`src/rtl/router_pkg.sv`:
```
`default_nettype none
// ============================================================================
//  Module   : router_pkg
//  Purpose  : Shared constants and types for the router datapath
//             (input FSM, synchronizer, output FIFOs).
//  Revision : 1.0 - initial release
// ============================================================================
package router_pkg;

  // Number of output ports / FIFOs
  localparam int NUM_PORTS = 3;

  // Address value meaning "no destination latched"
  localparam logic [1:0] ADDR_INVALID = 2'b11;

  // Default unread-data timeout in clock cycles
  localparam int TIMEOUT_DEFAULT = 30;

  // Destination port index carried in header bits [1:0]
  typedef enum logic [1:0] {
    PORT_0    = 2'b00,
    PORT_1    = 2'b01,
    PORT_2    = 2'b10,
    PORT_NONE = 2'b11
  } port_idx_e;

  // One-hot write-enable pattern for a port index; all zero for PORT_NONE
  function automatic logic [NUM_PORTS-1:0] port_onehot(input port_idx_e idx);
    logic [NUM_PORTS-1:0] oh;
    oh = '0;
    case (idx)
      PORT_0:  oh = 3'b001;
      PORT_1:  oh = 3'b010;
      PORT_2:  oh = 3'b100;
      default: oh = '0;
    endcase
    return oh;
  endfunction

endpackage
`default_nettype wire

```
`src/rtl/router_sync_timer.sv`:
```
`default_nettype none
// ============================================================================
//  Module   : router_sync_timer
//  Purpose  : Per-port unread-data watchdog. Counts consecutive cycles in
//             which the port holds valid data that nobody reads, and emits a
//             one-cycle soft reset when the count reaches TIMEOUT.
//  Revision : 1.0 - initial release
// ============================================================================
module router_sync_timer #(
  parameter int TIMEOUT = 30,
  parameter int CNT_W   = 5
) (
  input  logic clk,
  input  logic rstn,
  input  logic vld,
  input  logic rd_enb,
  output logic sft_rst
);

  // Last count value before the soft reset fires
  localparam logic [CNT_W-1:0] CNT_LAST = CNT_W'(TIMEOUT - 1);

  logic [CNT_W-1:0] cnt_q;
  logic             stall;

  // A stall cycle: data waiting and no read this cycle
  assign stall = vld & ~rd_enb;

  // Stall counter and soft-reset pulse; the counter wraps to zero on the
  // firing edge so the pulse can never last two consecutive cycles
  always_ff @(posedge clk or negedge rstn) begin
    if (!rstn) begin
      cnt_q   <= '0;
      sft_rst <= 1'b0;
    end else if (!stall) begin
      cnt_q   <= '0;
      sft_rst <= 1'b0;
    end else if (cnt_q == CNT_LAST) begin
      cnt_q   <= '0;
      sft_rst <= 1'b1;
    end else begin
      cnt_q   <= cnt_q + 1'b1;
      sft_rst <= 1'b0;
    end
  end

endmodule
`default_nettype wire

```
`src/rtl/router_sync.sv`:
```
`default_nettype none
// ============================================================================
//  Module   : router_sync
//  Purpose  : Glue between the router input FSM and the three output FIFOs.
//             Latches the header destination, steers the FSM write strobe to
//             the addressed FIFO, returns that FIFO's full flag, drives the
//             per-port valid outputs and the per-port timeout soft resets.
//  Revision : 1.0 - initial release
// ============================================================================
module router_sync
  import router_pkg::*;
#(
  parameter int TIMEOUT = TIMEOUT_DEFAULT,
  parameter int CNT_W   = 5
) (
  input  logic       clk,
  input  logic       rstn,
  input  logic       detect_add,
  input  logic [1:0] data_in,
  input  logic       write_enb_reg,
  input  logic       rd_enb_0,
  input  logic       rd_enb_1,
  input  logic       rd_enb_2,
  input  logic       empty_0,
  input  logic       empty_1,
  input  logic       empty_2,
  input  logic       full_0,
  input  logic       full_1,
  input  logic       full_2,
  output logic [2:0] write_enb,
  output logic       fifo_full,
  output logic       vld_out_0,
  output logic       vld_out_1,
  output logic       vld_out_2,
  output logic       sft_rst_0,
  output logic       sft_rst_1,
  output logic       sft_rst_2
);

  logic [1:0]           addr_q;
  logic [NUM_PORTS-1:0] vld_vec;
  logic [NUM_PORTS-1:0] rd_vec;
  logic [NUM_PORTS-1:0] sft_vec;

  // Destination address register; loaded on the header strobe only, so a
  // write in the same cycle as detect_add still uses the previous address
  always_ff @(posedge clk or negedge rstn) begin
    if (!rstn) begin
      addr_q <= ADDR_INVALID;
    end else if (detect_add) begin
      addr_q <= data_in;
    end
  end

  // Write steering and full-flag return, both driven by the latched address
  always_comb begin
    write_enb = '0;
    fifo_full = 1'b0;
    if (write_enb_reg) begin
      write_enb = port_onehot(port_idx_e'(addr_q));
    end
    case (port_idx_e'(addr_q))
      PORT_0:  fifo_full = full_0;
      PORT_1:  fifo_full = full_1;
      PORT_2:  fifo_full = full_2;
      default: fifo_full = 1'b0;
    endcase
  end

  // Valid follows FIFO occupancy directly, independent of reset
  assign vld_out_0 = ~empty_0;
  assign vld_out_1 = ~empty_1;
  assign vld_out_2 = ~empty_2;

  assign vld_vec = {vld_out_2, vld_out_1, vld_out_0};
  assign rd_vec  = {rd_enb_2, rd_enb_1, rd_enb_0};

  // One independent watchdog per output port
  generate
    for (genvar p = 0; p < NUM_PORTS; p++) begin : g_port
      router_sync_timer #(
        .TIMEOUT (TIMEOUT),
        .CNT_W   (CNT_W)
      ) u_timer (
        .clk     (clk),
        .rstn    (rstn),
        .vld     (vld_vec[p]),
        .rd_enb  (rd_vec[p]),
        .sft_rst (sft_vec[p])
      );
    end
  endgenerate

  assign sft_rst_0 = sft_vec[0];
  assign sft_rst_1 = sft_vec[1];
  assign sft_rst_2 = sft_vec[2];

endmodule
`default_nettype wire

```
`config.mk`:
```
export PLATFORM = sky130hd
export DESIGN_NAME = router_sync
export DESIGN_NICKNAME = d
export VERILOG_FILES = /design/src/rtl/router_pkg.sv /design/src/rtl/router_sync_timer.sv /design/src/rtl/router_sync.sv
export SDC_FILE = /design/constraint.sdc
export NUM_CORES = 1
export LEC_CHECK = 0
export BUFFER_PORTS_ARGS = -buffer_cell sky130_fd_sc_hd__buf_2
export CAP_MARGIN = 20
export CORE_UTILIZATION = 53
export DETAILED_ROUTE_END_ITERATION = 10
export PLACE_DENSITY = 0.81
export SETUP_SLACK_MARGIN = 0.15
export SYNTH_ARGS = -nofsm -noshare
export SYNTH_HDL_FRONTEND = slang
export SYNTH_HIERARCHICAL = 1
export SYNTH_SLANG_ARGS = --single-unit
```
`constraint.sdc`:
```
create_clock -name clk -period 2.6 [get_ports clk]
set_input_delay 0 -clock clk [delete_from_list [all_inputs] [get_ports clk]]
set_output_delay 0 -clock clk [all_outputs]
set_load 0.01 [all_outputs]
```
Word level (Yosys, flattened, before mapping)
Cells that the tools add are included.
{"block": "word_totals", "register_bits": 20, "out_inout_bits": 10, "word_cells": 40}
{"block": "op_classes", "add_sub_neg": 3, "n_eq_ne": 5, "muxes": 15, "n_bitwise": 9, "n_reduce_logical": 1}
{"operator": "$mux 5", "n": 6}
{"operator": "$add 5x1->5 const B", "n": 3}
{"operator": "$eq 5x5->1 const B", "n": 3}
{"operator": "$pmux 3 s3", "n": 1}
{"operator": "$mux 1", "n": 6}
{"operator": "$not 1->1", "n": 6}
{"operator": "$and 1x1->1", "n": 3}
{"operator": "$mux 3", "n": 1}
{"operator": "$pmux 1 s3", "n": 1}
{"operator": "$eq 2x1->1 const B", "n": 1}
{"operator": "$eq 2x2->1 const B", "n": 1}
{"operator": "$logic_not 2->1", "n": 1}

Logic depth before layout (Yosys ltp)
{"block": "depth", "word_depth": 3, "depth_mapped": 5}

Hierarchy
Netlist, hierarchy kept.
{"mod": "router_sync_timer", "n_inst": 3, "cells_per_inst": 22, "area_per_inst_um2": 255.2}
{"mod": "router_sync", "n_inst": 1, "cells_per_inst": 13, "area_per_inst_um2": 136.4}

Worst setup path after synthesis
Ideal clock, no wire load.
{"block": "synth_timing", "path_type": "reg-to-reg", "startpoint": "reg g_port[0].u_timer.cnt_q[0]", "endpoint": "reg g_port[0].u_timer.cnt_q[2]", "arrival_time_ps": 931, "required_time_ps": 2528, "setup_slack_ps": 1597, "stages_incl_launch_ff": 5, "path_buffers": 0, "synth_period_minus_slack_ps": 1003, "cell_sequence": "dfrtp_1 > ha_1 > nand4_1 > nand3b_1 > nor2_1"}
{"block": "synth_via", "elab_chain_cells": 3, "elab_cells_between_ends": 4}
{"element": "start, declared", "line": "router_sync_timer.sv:23", "text": "logic [CNT_W-1:0] cnt_q;"}
{"element": "start signal, assigned", "line": "router_sync_timer.sv:42", "text": "cnt_q <= cnt_q + 1'b1;"}
{"element": "$add 5x1->5 / $eq 5x5->1 (equally long branches)", "line": "router_sync_timer.sv:42, router_sync_timer.sv:38"}
{"element": "$mux 5 *", "line": "router_sync_timer.sv:38", "text": "end else if (cnt_q == CNT_LAST) begin"}
{"element": "$mux 5 *", "line": "router_sync_timer.sv:35", "text": "end else if (!stall) begin"}
Every way passes the cells marked *; elsewhere a longest branch is shown, timed or not.
A chain may end at the register's enable or synchronous reset.

Worst setup path in the final report
{"block": "layout_timing", "startpoint": "reg g_port[0].u_timer.cnt_q[1]", "endpoint": "reg g_port[0].u_timer.sft_rst"}
{"block": "layout_via", "elab_chain_cells": 3}
{"element": "$eq 5x5->1", "line": "router_sync_timer.sv:38"}
{"element": "$mux 1", "line": "router_sync_timer.sv:38"}
{"element": "$mux 1", "line": "router_sync_timer.sv:35"}
{"element": "end signal, assigned", "line": "router_sync_timer.sv:34", "text": "sft_rst <= 1'b0;"}
{"element": "end signal, assigned", "line": "router_sync_timer.sv:37", "text": "sft_rst <= 1'b0;"}
{"element": "end signal, assigned", "line": "router_sync_timer.sv:40", "text": "sft_rst <= 1'b1;"}
{"element": "end, declared", "line": "router_sync_timer.sv:17", "text": "output logic sft_rst"}
No other way between the ends.

==> results summary <==
The flow ran to the end, and the final reports show no timing, DRC or antenna violations. The via count came out at 689. After clock tree synthesis, the clock-pin slew on the worst setup and hold paths is 0.11 ns. The final setup violation count is 0. The H-tree depth came out at 1. The initialized floorplan defines 14 standard-cell rows. Sorting the synthesized cells by area gives the leading types as dfrtp_1 50%, ha_1 8.3%, nor2_1 6.2%. The highest clock rate came out at 0.6302 GHz. The total CTS buffers is 3. The core region is between 1500 and 2000 µm². Relative to the synthesized area, the layout overhead comes to 31.76%. The total global routing track utilization came out at 0.1995.

The count of mapped cells out of synthesis came out at 79. After the first detailed-routing iteration, the DRC count stood at 4. After synthesis, the most frequently instantiated cells are 18 x dfrtp_1, 15 x nor2_1.

The cell area that synthesis handed to floorplanning was about 900 µm². Data on the critical path is required at its endpoint by 2.84 ns. The average cell area after synthesis is 11.42 µm². The largest single stage delay on the critical path is 0.57 ns. The die height is 43.26 µm. The repair_antennas step left the layout with diodes totalling 0. The headroom to the max-slew limit came out at 0.7119. Synthesis instantiated 15 different standard cells from the library. dfrtp_1 is the most common cell in the netlist.

The total of warnings raised by yosys is 6. The last weighted congestion value of the routability-driven placer came out at 0.7677. The number of global-route vias before repair is 683. The horizontal die dimension is 43.26 µm. Summed over all instances, the cell type with the most area after synthesis is dfrtp_1. The post-detailed-route DRC marker count came out at 0.

The starting density of the core is 0.5852. The fraction of registers with async set or reset after synthesis came out at 1.000. The critical setup path kind is reg2reg. The overall overflow remaining after global route is 0. The arrival time reported for the critical path endpoint came out at 1.82 ns. The number of hold-slack violations in the final timing report came to 0. The synthesized design contains 20 register bits. The leakage power figure came out at 0.6052 nW. STA classifies the critical path startpoint as a register. The die area is between 1500 and 2000 µm². The largest net degree at the start of global routing came out at 21. The net count after synthesis is 100. The clock passes through at most 2 buffers. Counting cells, the worst reg-to-reg path comes to 5.

The path class of the tightest hold or removal check is in2reg. The worst setup path is captured at a register. The post-route setup TNS came out at 0 ns.

In the final design database the tool counted 140 nets. The detailed-route vias per instance is 5.142. The filler cell count in the final layout came out at 110. The ratio of total power to cell area is 479.0 nW/µm². The non-filler instance count after layout is 134. In this run the remaining antenna-violating nets after routing total 0. The number of enable-type register cells in the synthesized netlist came out at 0. For this design the top-level I/O count stands at 25. The initial antenna violation count came to 0. The critical path's slowest cell is dlygate4sd3_1. Setup repair after global routing left no endpoint under its margin. For the final database, setup skew stands at 0.004965 ns. The number of I/O port buffers came out at 24. The clock root buffer master is clkbuf_4. Of the available clock period, the critical path in the final layout requires 0.6103. TritonCTS built the clock tree.

Detailed placement finished with a half-perimeter wire length of between 1000 and 1500 µm. The time the worst path needs with I/O delays and setup is 1.587 ns. The peak fanout along the critical path is 3. Walking the worst path, the cells encountered are inv_1 -> ha_1 -> nand4_1 -> nor3b_1 -> dlygate4sd3_1. The part of the Yosys area used for sequential elements is 0.5576. The number of instances in the placed design came out at between 100 and 150. The detailed-route wire length per cell is 12.16 µm. Max-cap violations in this run came to 0. The cell count of the worst hold path came out at 4. The final layout contains routed wiring with a total length of approximately 1600 µm.

The fraction of final layout cells with drive strength greater than 1 came out at 0.2712. The first global-routing pass estimated 2697 µm of wire. The pin slew with the least headroom to its limit came out at 0.4322 ns. The number of sinks on the clock net is 20. In the synthesized netlist the dominant register cell turns out to be dfrtp_1. The first detailed-routing pass ran for 4 iterations. The later-pin clock latency in the skew report came out at approximately 0.29 ns. The proportion of netlist area held by the largest area contributor came out at 0.4993. The worst-case vdd ir drop came out at 0.4442 mV. The max-slew violation total from the final report is 0.
[critical path, delay by kind of cell, from the launching register on]
family                   cells  cell delay, ns
buffers and inverters        2            0.63
flip-flops                   1            0.41
AND/OR/NAND/NOR              2            0.36
adder cells (fa/ha/maj)      1            0.13
[registers in the layout (all words and copies together) (netlist names)]
signal	cells
addr_q	2
g_port.u_timer/cnt_q	15
g_port.u_timer/sft_rst	3
[cell usage in the layout (no fill, tap or decap)]
| master | n |
|---|---|
| and3b_2 | 2 |
| buf_2 | 24 |
| clkbuf_4 | 3 |
| clkbuf_8 | 1 |
| dfrtp_1 | 18 |
| dfstp_2 | 2 |
| dlygate4sd3_1 | 11 |
| ha_1 | 6 |
| inv_1 | 6 |
| mux2_1 | 2 |
| mux2i_1 | 1 |
| nand3_1 | 6 |
| nand3b_1 | 4 |
| nand4_1 | 3 |
| nor2_1 | 15 |
| nor3b_1 | 4 |
| o21ai_1 | 1 |
| xnor2_1 | 3 |
| xor2_1 | 6 |
[cell families after synthesis]
kind of cell | after synthesis | share of synthesized area
buffers and inverters | 6 | 0.02496
xor gates and xnor gates | 9 | 0.08738
muxes | 3 | 0.03606
and+or+nand+nor | 34 | 0.2053
AOI/OAI and AO/OA | 1 | 0.005543
DFF | 20 | 0.5576
adders and majority gates | 6 | 0.08322
[power by group]
part           internal [mW]  total (mW)  switching (mW)
Clock                 0.0853       0.175          0.0902
Combinational         0.0349      0.0641          0.0292
Sequential             0.321       0.330         0.00889
Total                  0.441       0.569           0.128
[metal layers]
| metal | track usage | vias up | part of all wire |
|---|---|---|---|
| met5 | 0 | - | 0 |
| met4 | 0.09697 | 0 | 0.0092 |
| met3 | 0.04255 | 2 | 0.053 |
| met2 | 0.3522 | 24 | 0.52 |
| met1 | 0.2238 | 323 | 0.42 |
| li1 | - | 340 | - |
[timing repair]
item / CTS / global route
hold endpoints to repair: 25 / 0
hold buffers: 11 / 0
resized for setup: 0 / 0
setup endpoints to repair: 0 / 0
buffers inserted: 0 / 0
[layout make-up]
class	count	area [µm²]	share of cell area
Sequential cell	20	503.0	0.4232
Multi-Input combinational cell	53	376.6	0.3168
Timing Repair Buffer	35	230.2	0.1937
Clock buffer	4	36.28	0.03053
Inverter	6	22.52	0.01895
Tap cell	16	20.02	0.01684
[stage by stage]
stage	util	total power, mW	hold WS [ns]	instance area [µm²]	worst slack (ns)
after floorplan	-	0.3589	-0.2956	902.1	1.597
after global placement	0.6761	0.3853	-0.03616	1042	1.496
after detailed placement	0.6761	0.3877	-0.03215	1042	1.440
after CTS	0.7711	0.5700	0.08138	1189	1.076
after global routing	0.7711	0.5968	0.1030	1189	0.9128
final	0.7711	0.5694	0.08884	1189	1.013
[final timing paths]
| check | start | to | slack (ns) |
|---|---|---|---|
| hold / removal | empty_1 | g_port[1].u_timer/cnt_q[1]$_DFF_PN0_ | 0.09 |
| hold reg to reg | g_port[0].u_timer/cnt_q[0]$_DFF_PN0_ | g_port[0].u_timer/cnt_q[0]$_DFF_PN0_ | 0.50 |
| min in group asynchronous | rstn | g_port[1].u_timer/cnt_q[0]$_DFF_PN0_ | 0.16 |
| max in group asynchronous | rstn | addr_q[0]$_DFFE_PN1P_ | 2.10 |
| setup reg to reg | g_port[0].u_timer/cnt_q[1]$_DFF_PN0_ | g_port[0].u_timer/sft_rst$_DFF_PN0_ | 1.01 |
| setup / recovery | g_port[0].u_timer/cnt_q[1]$_DFF_PN0_ | g_port[0].u_timer/sft_rst$_DFF_PN0_ | 1.01 |
Power figures use the tool's default switching activity.
